**config.mk**
```make
export PLATFORM = sky130hd
export DESIGN_NAME = mem_master
export DESIGN_NICKNAME = d
export VERILOG_FILES = /design/src/rtl/mem_master.sv
export SDC_FILE = /design/constraint.sdc
export NUM_CORES = 1
export LEC_CHECK = 0
export BUFFER_PORTS_ARGS = -buffer_cell sky130_fd_sc_hd__buf_4
export CORE_MARGIN = 2
export CORE_UTILIZATION = 30
export CTS_CLUSTER_DIAMETER = 150
export CTS_CLUSTER_SIZE = 16
export DETAILED_ROUTE_END_ITERATION = 8
export PLACE_DENSITY_LB_ADDON = 0.3
export SETUP_SLACK_MARGIN = 0.2
export SLEW_MARGIN = 20
export SYNTH_ARGS = -nofsm -noshare
export SYNTH_HDL_FRONTEND = slang
export SYNTH_SLANG_ARGS = --single-unit
```
**constraint.sdc**
```tcl
create_clock -name CLK -period 2.49 [get_ports CLK]
set_clock_uncertainty 0.1 [all_clocks]
set_input_delay 0.1245 -clock CLK [delete_from_list [all_inputs] [get_ports CLK]]
set_output_delay 0.1245 -clock CLK [all_outputs]
set_load 0.01 [all_outputs]
```
**src/rtl/mem_master.sv**
```systemverilog
// Initiator for a single-port memory with a one-cycle registered read latency.
// Issues single writes and incrementing read bursts, and rejects out-of-range requests.
module mem_master #(
  parameter int ADDR_W    = 16,
  parameter int DATA_W    = 16,
  parameter int MEM_DEPTH = 1024,
  parameter int LEN_W     = 3
) (
  input  logic              CLK,
  input  logic              resetn,
  input  logic              req_valid,
  output logic              req_ready,
  input  logic              req_write,
  input  logic [ADDR_W-1:0] req_addr,
  input  logic [DATA_W-1:0] req_wdata,
  input  logic [LEN_W-1:0]  req_len,
  output logic              resp_valid,
  output logic [DATA_W-1:0] resp_rdata,
  output logic              resp_err,
  output logic              resp_last,
  output logic              MemRead,
  output logic              MemWrite,
  output logic [ADDR_W-1:0] ADDR,
  output logic [DATA_W-1:0] Data_in,
  input  logic [DATA_W-1:0] Data_out
);

  typedef enum logic [2:0] {
    ST_IDLE  = 3'd0,
    ST_WR    = 3'd1,
    ST_RD    = 3'd2,
    ST_DRAIN = 3'd3,
    ST_ERR   = 3'd4
  } state_t;

  localparam logic [ADDR_W:0] DEPTH_C = (ADDR_W+1)'(MEM_DEPTH);

  state_t            state_r, state_s;
  logic              mem_read_r, mem_read_s;
  logic              mem_write_r, mem_write_s;
  logic [ADDR_W-1:0] addr_r, addr_s;
  logic [DATA_W-1:0] data_in_r, data_in_s;
  logic [LEN_W-1:0]  remain_r, remain_s;
  logic              pend_r, pend_s;
  logic              pend_last_r, pend_last_s;
  logic              resp_valid_r, resp_valid_s;
  logic [DATA_W-1:0] resp_rdata_r, resp_rdata_s;
  logic              resp_err_r, resp_err_s;
  logic              resp_last_r, resp_last_s;
  logic [ADDR_W:0]   end_addr_s;
  logic              range_err_s;
  logic              accept_s;

  assign req_ready   = (state_r == ST_IDLE);
  assign accept_s    = req_valid && req_ready;
  // Extra bit on the end address so a burst can never wrap back into range.
  assign end_addr_s  = {1'b0, req_addr} + (ADDR_W+1)'(req_len);
  assign range_err_s = ({1'b0, req_addr} >= DEPTH_C) ||
                       (!req_write && (end_addr_s >= DEPTH_C));

  assign MemRead    = mem_read_r;
  assign MemWrite   = mem_write_r;
  assign ADDR       = addr_r;
  assign Data_in    = data_in_r;
  assign resp_valid = resp_valid_r;
  assign resp_rdata = resp_rdata_r;
  assign resp_err   = resp_err_r;
  assign resp_last  = resp_last_r;

  // Next-state, strobe and response decode.
  always_comb begin
    state_s      = state_r;
    mem_read_s   = 1'b0;
    mem_write_s  = 1'b0;
    addr_s       = addr_r;
    data_in_s    = data_in_r;
    remain_s     = remain_r;
    pend_s       = mem_read_r;
    pend_last_s  = mem_read_r && (state_r == ST_RD) && (remain_r == LEN_W'(0));
    resp_valid_s = 1'b0;
    resp_rdata_s = {DATA_W{1'b0}};
    resp_err_s   = 1'b0;
    resp_last_s  = 1'b0;

    if (pend_r) begin
      resp_valid_s = 1'b1;
      resp_rdata_s = Data_out;
      resp_last_s  = pend_last_r;
    end else begin
      resp_valid_s = 1'b0;
    end

    case (state_r)
      ST_IDLE: begin
        if (!accept_s) begin
          state_s = ST_IDLE;
        end else if (range_err_s) begin
          state_s = ST_ERR;
        end else if (req_write) begin
          state_s     = ST_WR;
          mem_write_s = 1'b1;
          addr_s      = req_addr;
          data_in_s   = req_wdata;
        end else begin
          state_s    = ST_RD;
          mem_read_s = 1'b1;
          addr_s     = req_addr;
          remain_s   = req_len;
        end
      end
      ST_WR: begin
        state_s      = ST_IDLE;
        resp_valid_s = 1'b1;
        resp_last_s  = 1'b1;
      end
      ST_RD: begin
        if (remain_r != LEN_W'(0)) begin
          mem_read_s = 1'b1;
          addr_s     = addr_r + ADDR_W'(1);
          remain_s   = remain_r - LEN_W'(1);
        end else begin
          state_s = ST_DRAIN;
        end
      end
      ST_DRAIN: begin
        state_s = ST_IDLE;
      end
      ST_ERR: begin
        state_s      = ST_IDLE;
        resp_valid_s = 1'b1;
        resp_err_s   = 1'b1;
        resp_last_s  = 1'b1;
      end
      default: begin
        state_s = ST_IDLE;
      end
    endcase
  end

  // State and registered outputs; reset drops strobes and any in-flight response.
  always_ff @(posedge CLK or negedge resetn) begin
    if (!resetn) begin
      state_r      <= ST_IDLE;
      mem_read_r   <= 1'b0;
      mem_write_r  <= 1'b0;
      addr_r       <= {ADDR_W{1'b0}};
      data_in_r    <= {DATA_W{1'b0}};
      remain_r     <= {LEN_W{1'b0}};
      pend_r       <= 1'b0;
      pend_last_r  <= 1'b0;
      resp_valid_r <= 1'b0;
      resp_rdata_r <= {DATA_W{1'b0}};
      resp_err_r   <= 1'b0;
      resp_last_r  <= 1'b0;
    end else begin
      state_r      <= state_s;
      mem_read_r   <= mem_read_s;
      mem_write_r  <= mem_write_s;
      addr_r       <= addr_s;
      data_in_r    <= data_in_s;
      remain_r     <= remain_s;
      pend_r       <= pend_s;
      pend_last_r  <= pend_last_s;
      resp_valid_r <= resp_valid_s;
      resp_rdata_r <= resp_rdata_s;
      resp_err_r   <= resp_err_s;
      resp_last_r  <= resp_last_s;
    end
  end

endmodule

```
==> flow_summary.yaml <==
run_status:
  outcome: "finished, final reports clean"
drt:
  drtIter0Drc: 92
  ant_nets: 0
  drc_errors: 0
  wl_per_cell_um: 15.0
  avgViaCountPerCell: 4.83
  vias: 2613
  first_pass_iters: 4
  wirelength_um: 8120
final_layout:
  antennaDiodeCount: 0
  drive_above_1_share: 0.381
  fillers: 867
  finalNetCount: 469
  area_growth_pct: 53.2
synth:
  synth_top_cell_area_share: 0.533
  synth_most_common_cell: "dfrtp_1"
  synth.avg_cell_area_um2: 11.1
  synth_top_cell_by_area: "dfrtp_1"
  synth_edf_count: 0
  async_flop_share: 1.00
  ys_seq_area_frac: 0.533
  synth_area_leaders: "dfrtp_1 (53%), mux2_4 (4.2%), and2_1 (4.2%)"
  syn_nets: 319
  synth_seq_cells: 61
  netlist_area_um2: 2860
  synth_common_cells: "dfrtp_1 (61), a21oi_1 (23), and2_1 (19)"
  ys_types: 52
  yosysWarnings: 0
  syn-instance-count: 258
  ys.flop_type: "dfrtp_1"
power_and_ir_drop:
  power_mw: 2.44
  power_density_nw_per_um2: 556
  p_leak_nw: 2.15
  ir_drop_mv: 0.217
setup_path:
  rr_endpoint: "Data_in[13]$_DFFE_PN0P_"
  worstPathRequired_ns: 2.61
  critPathLaunchType: "flop"
  slowest_delay_ns: 0.50
  reg2reg_depth: 4
  criticalPathCategory: "reg2reg"
  path_cells: "nor4b_1, nor4b_4, nand2_4, mux2_4"
  r2r_start: "state_r[1]$_DFFE_PN0N_"
  crit_buf_inv: 0
  cp.arrival_ns: 2.19
  r2r_slack_ns: 0.42
  critPathTopFamily: "simple AND/OR/NAND/NOR gates"
  end_kind: "flop"
  path_max_fanout: 18
  critPathSlowestCell: "dfrtp_1"
timing:
  hold_viol: 0
  rsz0062_at_grt: "no"
  drv_slew: 0
  post-route-period-util: 0.833
  period_needed_ns: 2.07
  setup_total_negative_slack_ns: 0
  hold_ws_ns: 0.0207
  fin_ws_ns: 0.416
  tightestPinTransition_ns: 0.777
  clock.fmax_mhz: 482
  setup_viol: 0
  relSlewSlack: 0.482
clock_tree:
  htreeDepth: 3
  ctsLongestPathBuffers: 2
  numCtsBuffers: 9
  root_buffer: "clkbuf_8"
  cts_sinks: 61
  clock_latency_ns: 0.33
  cts_tree: "yes"
  post_cts_buffers: 0
  path_clk_slew_ns: 0.07
floorplanning:
  initial_core_util: 0.310
  die_y_um: 102
  core_um2: 9240
  die_x_um: 102
  num_rows: 35
  io_pins: 109
  die_area_um2: 10300
place:
  numPortBuffers: 108
  dpl.hpwl_um: 5320
  routabilityCongestion: 0.863
  place_ws_ns: 0.0759
worst_hold_path:
  min_from: "req_addr[2]"
  hold_class: "in2reg"
  hold_end: "ADDR[2]$_DFFE_PN0P_"
  worstHoldPathCells: 3
global_routing:
  grt_max_degree: 62
  grt_usage: 0.163
  grt_pass1_vias: 2684
  antenna_found_initial: 0
  grt_overflow_total: 0
  grt_pass1_wl_um: 13200
flow_run:
  max_cap_viol_count: 0
cell families (layout without fill, tap and decap cells):
kind of cell    count (synthesis)  in the layout  share of synthesized area
simple gates                   86             86                      0.179
compound gates                 68             68                      0.146
buf+inv                        17            171                     0.0267
flops                          61             61                      0.533
mux                            18             18                     0.0805
fa+ha+maj                       6              6                     0.0289
xor+xnor                        2              2                    0.00612
through the flow:
step	util	std cells	cell area [µm²]
finish	0.474	541	4380
global route	0.474	541	4380
CTS	0.473	541	4370
detailed placement	0.415	489	3840
global placement	0.415	489	3840
floorplan	-	258	2860
cell usage in the layout (no fill, tap or decap), types with 2 or more instances in the layout:
master and instances:
clkinv_2 2, clkinvlp_4 2, and3_1 3, dfrtp_1 61, ha_1 5, o22ai_1 5, a31oi_1 8, and4_1 2
mux2_2 8, nand4_1 6, or2_2 2, dlygate4sd3_1 37, or3_1 2, mux2_4 8, mux2i_1 2, nor3_1 2
inv_1 4, buf_4 114, a31o_2 2, clkbuf_8 10, nand2_1 16, nor2_1 9, a21o_1 2, o21ai_0 15
a21oi_1 23, nand3_1 10, and2_1 19, nor3b_1 2, xnor2_1 2, o21bai_1 2
tightest hold or removal path: stages:
cell and delay (ns):
buf_4 0.10, a21oi_1 0.05, o21ai_0 0.14
worst max path at each step:
stage,endpoint,startpoint,slack [ns],depth (start not counted)
after floorplan,Data_in[0]$_DFFE_PN0P_,state_r[1]$_DFFE_PN0N_,0.56,6
after global placement,ADDR[4]$_DFFE_PN0P_,req_addr[0],0.15,8
after detailed placement,ADDR[9]$_DFFE_PN0P_,req_addr[0],0.08,8
after CTS,ADDR[9]$_DFFE_PN0P_,remain_r[0]$_DFFE_PN0P_,0.32,6
after global routing,Data_in[14]$_DFFE_PN0P_,state_r[1]$_DFFE_PN0N_,0.24,4
final,Data_in[13]$_DFFE_PN0P_,state_r[1]$_DFFE_PN0N_,0.42,4
per-layer routing:
| metal | vias to the layer above | wire length, µm | GRT usage |
|---|---|---|---|
| li1 | 1231 | - | - |
| met2 | 108 | 3830 | 0.268 |
| met4 | 0 | 65 | 0.0416 |
| met3 | 8 | 618 | 0.0476 |
| met5 | - | 0 | 0 |
| met1 | 1266 | 3610 | 0.211 |
power breakdown:
group | switching [mW] | leakage (nW) | internal (mW)
clock network | 0.370 | 0.0812 | 0.379
registers | 0.0947 | 0.790 | 1.07
logic | 0.230 | 1.28 | 0.291
total | 0.695 | 2.15 | 1.74
flip-flops by register name, summed over array words and instances (netlist names):
register,count
ADDR,16
Data_in,16
resp_rdata,16
remain_r,3
state_r,3
MemRead,1
MemWrite,1
pend_last_r,1
pend_r,1
resp_err,1
resp_last,1
resp_valid,1
what timing repair did:
item                                   CTS  global route
endpoints found under the hold margin   97             0
hold buffers                            37             0
gates resized for setup                  0             2
setup endpoints to repair                0             7
layout make-up:
cell class	instances	area (µm²)	area share
flip-flops and latches	61	1530	0.348
well taps	129	161	0.0368
clock inverters	4	25.0	0.00571
multi-input cells	180	1270	0.289
clock buffers	11	141	0.0322
inverters	4	15.0	0.00342
repair buffers	152	1250	0.284
Note: power is estimated with default switching activity, not from simulation.
